### config.mk
export PLATFORM = sky130hd
export DESIGN_NAME = div_arbiter_flat
export DESIGN_NICKNAME = d
export VERILOG_FILES = /design/src/rtl/div_pkg.sv /design/src/rtl/div_arbiter_if.sv /design/src/rtl/div_arbiter_tag_pipe.sv /design/src/rtl/div_arbiter.sv /design/src/flat_wrapper.sv
export SDC_FILE = /design/constraint.sdc
export NUM_CORES = 1
export LEC_CHECK = 0
export BUFFER_PORTS_ARGS = -buffer_cell sky130_fd_sc_hd__buf_2
export CORE_ASPECT_RATIO = 0.6
export CORE_MARGIN = 2
export CORE_UTILIZATION = 56
export CTS_CLUSTER_SIZE = 30
export DETAILED_ROUTE_END_ITERATION = 16
export GPL_ROUTABILITY_DRIVEN = 0
export PLACE_DENSITY = 0.82
export SYNTH_ARGS = -nofsm -noshare
export SYNTH_HDL_FRONTEND = slang
export SYNTH_SLANG_ARGS = --single-unit
### constraint.sdc
create_clock -name CLK -period 5.1 [get_ports CLK]
set_clock_uncertainty 0.15 [all_clocks]
set_input_delay 0.255 -clock CLK [delete_from_list [all_inputs] [get_ports CLK]]
set_output_delay 0.255 -clock CLK [all_outputs]
set_load 0.05 [all_outputs]
### src/rtl/div_pkg.sv
// Shared definitions for the two-requester divider arbiter.
// Holds default operand width and divider latency, plus the tag that
// travels alongside each operation while the divider computes it.
package div_pkg;

    localparam int DEF_TAMANYO  = 4;   // operand/result width
    localparam int DEF_LATENCIA = 16;  // divider pipeline depth in cycles

    // One tag per issued operation: occupancy, owner and divide-by-zero flag.
    typedef struct packed {
        logic valid;
        logic id;
        logic err;
    } tag_t;

endpackage

### src/rtl/div_arbiter_if.sv
// Bus bundle between the requesters/divider and div_arbiter.
// slave  : view used by div_arbiter (consumes requests and divider results).
// master : view used by whatever drives the requests and models the divider.
// Signals: EN, reqN_{valid,num,den,ready}, div_{start,num,den,coc,res},
//          resN_{valid,coc,res,err}, OCUPADO.
interface div_arbiter_if #(
    parameter int TAMANYO = 4,
    parameter int OCU_W   = 5
);
    logic               EN;
    logic               req0_valid, req1_valid;
    logic [TAMANYO-1:0] req0_num, req0_den, req1_num, req1_den;
    logic               req0_ready, req1_ready;
    logic               div_start;
    logic [TAMANYO-1:0] div_num, div_den;
    logic [TAMANYO-1:0] div_coc, div_res;
    logic               res0_valid, res1_valid;
    logic [TAMANYO-1:0] res0_coc, res0_res, res1_coc, res1_res;
    logic               res0_err, res1_err;
    logic [OCU_W-1:0]   OCUPADO;

    modport slave (
        input  EN, req0_valid, req1_valid, req0_num, req0_den, req1_num, req1_den,
        input  div_coc, div_res,
        output req0_ready, req1_ready, div_start, div_num, div_den,
        output res0_valid, res1_valid, res0_coc, res0_res, res1_coc, res1_res,
        output res0_err, res1_err, OCUPADO
    );

    modport master (
        output EN, req0_valid, req1_valid, req0_num, req0_den, req1_num, req1_den,
        output div_coc, div_res,
        input  req0_ready, req1_ready, div_start, div_num, div_den,
        input  res0_valid, res1_valid, res0_coc, res0_res, res1_coc, res1_res,
        input  res0_err, res1_err, OCUPADO
    );
endinterface

### src/rtl/div_arbiter_tag_pipe.sv
// Fixed-depth tag shift register that shadows the divider pipeline.
// Advances every cycle and never stalls, so the tag leaving the last stage
// lines up with the divider result of the same operation.
// Ports: clk_i, clr_n_i (synchronous active-low clear), tag_i, tag_o.
module tag_pipe
    import div_pkg::*;
#(
    parameter int DEPTH = DEF_LATENCIA   // must be >= 2
) (
    input  logic clk_i,
    input  logic clr_n_i,
    input  tag_t tag_i,
    output tag_t tag_o
);
    tag_t [DEPTH-1:0] stage_q;

    always_ff @(posedge clk_i) begin
        if (!clr_n_i) begin
            stage_q <= '0;
        end else begin
            stage_q <= {stage_q[DEPTH-2:0], tag_i};
        end
    end

    assign tag_o = stage_q[DEPTH-1];
endmodule

### src/rtl/div_arbiter.sv
// Round-robin arbiter sharing one fixed-latency divider between two requesters.
// Grants one request per cycle, registers the operands towards the divider,
// tracks each operation with a tag and steers the divider output back to the
// owner when the tag emerges. Divide-by-zero is flagged at accept time and the
// result is overridden on the way out.
// Ports: CLK, RSTa (synchronous active-low), bus (div_arbiter_if.slave).
module div_arbiter
    import div_pkg::*;
#(
    parameter int TAMANYO  = DEF_TAMANYO,
    parameter int LATENCIA = DEF_LATENCIA
) (
    input logic          CLK,
    input logic          RSTa,
    div_arbiter_if.slave bus
);
    localparam int OCU_W = $clog2(LATENCIA + 2);

    // ---------------- arbitration ----------------
    logic               prio_q;      // requester favoured when both are valid
    logic               grant0, grant1, xfer, gid;
    logic [TAMANYO-1:0] sel_num, sel_den;

    // Gating with RSTa keeps ready low while reset is held.
    assign grant0  = RSTa & bus.EN & bus.req0_valid & (~bus.req1_valid | ~prio_q);
    assign grant1  = RSTa & bus.EN & bus.req1_valid & (~bus.req0_valid |  prio_q);
    assign xfer    = grant0 | grant1;
    assign gid     = grant1;
    assign sel_num = gid ? bus.req1_num : bus.req0_num;
    assign sel_den = gid ? bus.req1_den : bus.req0_den;

    assign bus.req0_ready = grant0;
    assign bus.req1_ready = grant1;

    // ---------------- issue ----------------
    logic               start_q;
    logic [TAMANYO-1:0] num_q, den_q;
    tag_t               itag_q, otag;

    always_ff @(posedge CLK) begin
        if (!RSTa) begin
            prio_q  <= 1'b0;
            start_q <= 1'b0;
            num_q   <= '0;
            den_q   <= '0;
            itag_q  <= '0;
        end else begin
            start_q <= xfer;
            itag_q  <= '{valid: xfer, id: gid, err: (sel_den == '0)};
            if (xfer) begin
                num_q  <= sel_num;
                den_q  <= sel_den;
                prio_q <= ~gid;
            end
        end
    end

    assign bus.div_start = start_q;
    assign bus.div_num   = num_q;
    assign bus.div_den   = den_q;

    // The tag enters alongside div_start, so after LATENCIA stages it exits
    // in the same cycle the divider presents that operation's result.
    tag_pipe #(.DEPTH(LATENCIA)) u_tag_pipe (
        .clk_i   (CLK),
        .clr_n_i (RSTa),
        .tag_i   (itag_q),
        .tag_o   (otag)
    );

    // ---------------- result capture ----------------
    logic               r0_v_q, r1_v_q, r0_e_q, r1_e_q;
    logic [TAMANYO-1:0] r0_c_q, r0_r_q, r1_c_q, r1_r_q;
    logic [TAMANYO-1:0] cap_coc, cap_res;

    assign cap_coc = otag.err ? '1 : bus.div_coc;
    assign cap_res = otag.err ? '0 : bus.div_res;

    always_ff @(posedge CLK) begin
        if (!RSTa) begin
            r0_v_q <= 1'b0; r0_c_q <= '0; r0_r_q <= '0; r0_e_q <= 1'b0;
            r1_v_q <= 1'b0; r1_c_q <= '0; r1_r_q <= '0; r1_e_q <= 1'b0;
        end else begin
            r0_v_q <= otag.valid & ~otag.id;
            r1_v_q <= otag.valid &  otag.id;
            if (otag.valid && !otag.id) begin
                r0_c_q <= cap_coc; r0_r_q <= cap_res; r0_e_q <= otag.err;
            end
            if (otag.valid && otag.id) begin
                r1_c_q <= cap_coc; r1_r_q <= cap_res; r1_e_q <= otag.err;
            end
        end
    end

    assign bus.res0_valid = r0_v_q;
    assign bus.res0_coc   = r0_c_q;
    assign bus.res0_res   = r0_r_q;
    assign bus.res0_err   = r0_e_q;
    assign bus.res1_valid = r1_v_q;
    assign bus.res1_coc   = r1_c_q;
    assign bus.res1_res   = r1_r_q;
    assign bus.res1_err   = r1_e_q;

    // ---------------- occupancy ----------------
    // Counted from div_start to the result strobe, which bounds it at
    // LATENCIA+1 under back-to-back issue.
    logic [OCU_W-1:0] occ_q, occ_d;
    logic             res_any;

    assign res_any = r0_v_q | r1_v_q;

    always_comb begin
        occ_d = occ_q;
        if (start_q && !res_any)      occ_d = occ_q + 1'b1;
        else if (!start_q && res_any) occ_d = occ_q - 1'b1;
    end

    always_ff @(posedge CLK) begin
        if (!RSTa) occ_q <= '0;
        else       occ_q <= occ_d;
    end

    assign bus.OCUPADO = occ_q;
endmodule

### src/flat_wrapper.sv
// flat-port wrapper written by rule: the top's interface ports become plain ports
module div_arbiter_flat import div_pkg::*;
#(
    parameter int TAMANYO  = DEF_TAMANYO,
    parameter int LATENCIA = DEF_LATENCIA
)
  (CLK, RSTa, bus_EN, bus_req0_valid, bus_req1_valid, bus_req0_num, bus_req0_den, bus_req1_num, bus_req1_den, bus_div_coc, bus_div_res, bus_req0_ready, bus_req1_ready, bus_div_start, bus_div_num, bus_div_den, bus_res0_valid, bus_res1_valid, bus_res0_coc, bus_res0_res, bus_res1_coc, bus_res1_res, bus_res0_err, bus_res1_err, bus_OCUPADO);
  div_arbiter_if #(.TAMANYO(TAMANYO), .OCU_W(($clog2((DEF_LATENCIA) + 2)))) bus_i ();
  input logic CLK;
  input logic RSTa;
  input wire logic [$bits(bus_i.EN)-1:0] bus_EN;
  input wire logic [$bits(bus_i.req0_valid)-1:0] bus_req0_valid;
  input wire logic [$bits(bus_i.req1_valid)-1:0] bus_req1_valid;
  input wire logic [$bits(bus_i.req0_num)-1:0] bus_req0_num;
  input wire logic [$bits(bus_i.req0_den)-1:0] bus_req0_den;
  input wire logic [$bits(bus_i.req1_num)-1:0] bus_req1_num;
  input wire logic [$bits(bus_i.req1_den)-1:0] bus_req1_den;
  input wire logic [$bits(bus_i.div_coc)-1:0] bus_div_coc;
  input wire logic [$bits(bus_i.div_res)-1:0] bus_div_res;
  output wire logic [$bits(bus_i.req0_ready)-1:0] bus_req0_ready;
  output wire logic [$bits(bus_i.req1_ready)-1:0] bus_req1_ready;
  output wire logic [$bits(bus_i.div_start)-1:0] bus_div_start;
  output wire logic [$bits(bus_i.div_num)-1:0] bus_div_num;
  output wire logic [$bits(bus_i.div_den)-1:0] bus_div_den;
  output wire logic [$bits(bus_i.res0_valid)-1:0] bus_res0_valid;
  output wire logic [$bits(bus_i.res1_valid)-1:0] bus_res1_valid;
  output wire logic [$bits(bus_i.res0_coc)-1:0] bus_res0_coc;
  output wire logic [$bits(bus_i.res0_res)-1:0] bus_res0_res;
  output wire logic [$bits(bus_i.res1_coc)-1:0] bus_res1_coc;
  output wire logic [$bits(bus_i.res1_res)-1:0] bus_res1_res;
  output wire logic [$bits(bus_i.res0_err)-1:0] bus_res0_err;
  output wire logic [$bits(bus_i.res1_err)-1:0] bus_res1_err;
  output wire logic [$bits(bus_i.OCUPADO)-1:0] bus_OCUPADO;
  assign bus_i.EN = bus_EN;
  assign bus_i.req0_valid = bus_req0_valid;
  assign bus_i.req1_valid = bus_req1_valid;
  assign bus_i.req0_num = bus_req0_num;
  assign bus_i.req0_den = bus_req0_den;
  assign bus_i.req1_num = bus_req1_num;
  assign bus_i.req1_den = bus_req1_den;
  assign bus_i.div_coc = bus_div_coc;
  assign bus_i.div_res = bus_div_res;
  assign bus_req0_ready = bus_i.req0_ready;
  assign bus_req1_ready = bus_i.req1_ready;
  assign bus_div_start = bus_i.div_start;
  assign bus_div_num = bus_i.div_num;
  assign bus_div_den = bus_i.div_den;
  assign bus_res0_valid = bus_i.res0_valid;
  assign bus_res1_valid = bus_i.res1_valid;
  assign bus_res0_coc = bus_i.res0_coc;
  assign bus_res0_res = bus_i.res0_res;
  assign bus_res1_coc = bus_i.res1_coc;
  assign bus_res1_res = bus_i.res1_res;
  assign bus_res0_err = bus_i.res0_err;
  assign bus_res1_err = bus_i.res1_err;
  assign bus_OCUPADO = bus_i.OCUPADO;
  div_arbiter #(.TAMANYO(TAMANYO), .LATENCIA(LATENCIA)) u_core (.CLK(CLK), .RSTa(RSTa), .bus(bus_i));
endmodule
==> flow_summary.ini <==
[yosys]
fraction_of_the_yosys_area_taken_by_sequential_cells_pct = 59.41
synthesis.area_per_instance_um2 = 10.45
post-synth-top-area-fraction_pct = 59.41
synth_nets = 308
syn_inst = 274
synth_area_leader_cell = sky130_fd_sc_hd__dfxtp_1
synth.ff_latch_count = 85
syn_area_mm2 = 0.002864
synth.lib_cells_used.distinct = 36
synthesis.yosys.warnings = 0
synth_top_cells_by_area = sky130_fd_sc_hd__dfxtp_1 (59%), sky130_fd_sc_hd__and2_1 (11%), sky130_fd_sc_hd__a21oi_1 (4.0%), sky130_fd_sc_hd__mux2i_1 (3.5%), sky130_fd_sc_hd__nand2_1 (3.0%)

[sta]
grt_setup_unrepaired = no
max_slew_margin_pct = 46.47
finalWorstSetupSlack_ns = 2.959
finalHoldWorstSlack_ns = 0.05251
max_slew.worst_pin.slew_ns = 0.8014
finalCriticalPeriod_ns = 2.141
report.final.setup_viol = 0
timing.final.hold_violations = 0
final.setup.tns_ns = 0
fmax_mhz = 467.0
post-route-period-util_pct = 41.99
timing_max_transition_violations_final = 0

[finish]
n_fill_cell = 411
final_common_cell = sky130_fd_sc_hd__dfxtp_1
final_cells = 403
finalNetCount = 368
num_antenna_cells = 0
layout.cells.most_common_list = sky130_fd_sc_hd__dfxtp_1 (85), sky130_fd_sc_hd__buf_2 (64), sky130_fd_sc_hd__and2_1 (49), sky130_fd_sc_hd__nand2_1 (23), sky130_fd_sc_hd__a21oi_1 (23)
register_area_mm2 = 0.001702
stdcell_area_mm2 = 0.003373
layout-drive-gt1-share_pct = 24.33
areaGrowthSynthToFinish_pct = 17.78
footprint_of_the_multi_input_gates_mm2 = 0.001060
final_core_utilization_pct = 67.40

[grt]
grt_start_max_net_pins = 65
initial_antenna_violation_count = 0
grt_first_pass_wirelength_mm = 7.721
grt_pass1_vias = 1736
grtUsageTotal_pct = 18.22
globalRoute.totalOverflow = 0

[power]
cellPowerDensity_mw_per_mm2 = 368.6
internal_power_mw = 0.9547
cellLeakagePower_nw = 1.468
pwr-share-seq_pct = 54.8
p_comb_share_pct = 8.1
share_clk_of_total_power_pct = 37.2
power_switching_mw = 0.2885
ir_drop_uv = 205.8
sw_frac_of_total_pct = 23.21
post-layout-total-power_mw = 1.243

[critical_path]
path_common_cell = sky130_fd_sc_hd__buf_2
worst_path_dominant_cell_family = buffers and inverters
cpPeakStageDelay_ns = 0.57
crit_path_end_kind = primary output
rr_endpoint = u_core.bus.OCUPADO[3]
path_class = in2out
required_ns = 4.70
critical_path.n_buffers_inverters = 2
setup.worst_path.start_class = primary input
rr_worst_depth = 8
crit_slowest_cell = sky130_fd_sc_hd__buf_2
worstReg2RegStart = u_core.bus.res1_valid
crit_chain = buf_2 -> nand3_4 -> a21oi_4 -> buf_2
r2r_slack_ns = 3.08
arrival_ns = 1.74
cp_max_fo = 64

[detailed_routing]
wirelength_mm = 4.833
routed_via_density = 4.923
detail_route.first_pass.iterations = 4
ant_nets = 0
vias = 1984
drt_first_iter_violations = 103
drc = 0
routedWlPerCell_um = 11.99

[clocking]
clk_path_buf_depth = 2
clock_sinks = 85
clkLatencyLatePin_ns = 0.34
cts_resized = 0
tritoncts_clock_tree = yes
ctsRootBufferMaster = sky130_fd_sc_hd__clkbuf_8
ctsHoldBuffers = 0
cts.clk_slew.worst_paths_ns = 0.08
post-cts-setup-buffer-count = 0
cts_max_level = 3
tritoncts.num_buffers = 9

[floorplan]
initial_cell_density_of_the_core_pct = 57.23
io_pins = 65
dieArea_mm2 = 0.005721
core_footprint_mm2 = 0.005005
chipHeight_um = 59.40
fp.dieW_um = 96.33
placementRows = 20

[worst_hold_path]
timing.hold.worst.start = bus_req0_valid
worstHoldPathType = in2reg
worstHoldPathCells = 2
min_to = u_core.itag_q[1]

[place]
post-dp-hpwl_mm = 3.313
dpl_worst_slack_ns = 2.581
detailed_place.area_mm2 = 0.003176
placedCellCount = 389
placement.io_buffers = 64

[run_status]
outcome = finished, final reports clean

[job]
max-cap-violations = 0
-- synth_stat cells, drive strengths merged --
master and count:
a211oi 10, a21o 1, a21oi 24, a311o 1
a311oi 1, a31oi 1, and2 49, and4 1
and4b 1, buf 8, clkbuf 7, clkinv 1
dfxtp 85, fa 1, ha 4, inv 2
mux2i 10, nand2 23, nand2b 2, nand3 2
nor2 21, nor2b 5, nor4 2, o211a 1
o21ai 8, or4 1, xnor2 1, xor2 1
-- worst max path at each step --
| stage | from | end | slack, ns | depth (start not counted) |
|---|---|---|---|---|
| global route | RSTa | u_core.bus.OCUPADO[3] | 2.61 | 4 |
| finish | RSTa | bus_req1_ready | 2.96 | 4 |
| detailed placement | RSTa | u_core.bus.OCUPADO[3] | 2.58 | 4 |
| global placement | RSTa | u_core.bus.OCUPADO[3] | 2.58 | 4 |
| CTS | RSTa | bus_req1_ready | 2.92 | 4 |
| floorplan | u_core.bus.res1_valid | u_core.bus.OCUPADO[3] | 2.88 | 8 |
-- power by group through the flow --
stage / combinational [mW] / sequential (mW) / clock [mW]
after floorplan: 0.0466 / 0.723 / 0
after global placement: 0.0988 / 0.696 / 0
after detailed placement: 0.100 / 0.696 / 0
after CTS: 0.101 / 0.681 / 0.475
after global routing: 0.110 / 0.682 / 0.500
final: 0.100 / 0.681 / 0.462
-- flip-flops by register name, summed over array words and instances (netlist names) --
| name | count |
|---|---|
| u_core.u_tag_pipe.stage_q | 45 |
| u_core.bus.OCUPADO | 5 |
| u_core.bus.div_den | 4 |
| u_core.bus.div_num | 4 |
| u_core.bus.res0_coc | 4 |
| u_core.bus.res0_res | 4 |
| u_core.bus.res1_coc | 4 |
| u_core.bus.res1_res | 4 |
| u_core.itag_q | 3 |
| u_core.u_tag_pipe.tag_o | 3 |
| u_core.bus.res0_err | 1 |
| u_core.bus.res0_valid | 1 |
| u_core.bus.res1_err | 1 |
| u_core.bus.res1_valid | 1 |
| u_core.prio_q | 1 |
-- cell families (layout without fill, tap and decap cells) --
kind of cell / count (synthesis) / in the layout / share of synthesized area [%]
simple gates: 107 / 107 / 20.18
flops: 85 / 85 / 59.41
compound gates: 47 / 47 / 10.27
buf+inv: 18 / 81 / 3.582
mux: 10 / 10 / 3.495
fa+ha+maj: 5 / 5 / 2.447
xor+xnor: 2 / 2 / 0.6117
-- routing by layer --
layer / GRT usage, % / wire length, µm
met5: 0 / 0
met2: 27.48 / 2000
met1: 23.79 / 2426
met3: 6.743 / 349
met4: 7.847 / 56
-- cell type report --
class	count	share of cell area (%)
clock inverter	3	1.372
clock buffer	11	4.488
multi-input combinational	171	31.42
tap	66	2.448
timing repair buffer	64	9.496
sequential	85	50.44
inverter	3	0.3338
Power figures use the tool's default switching activity.
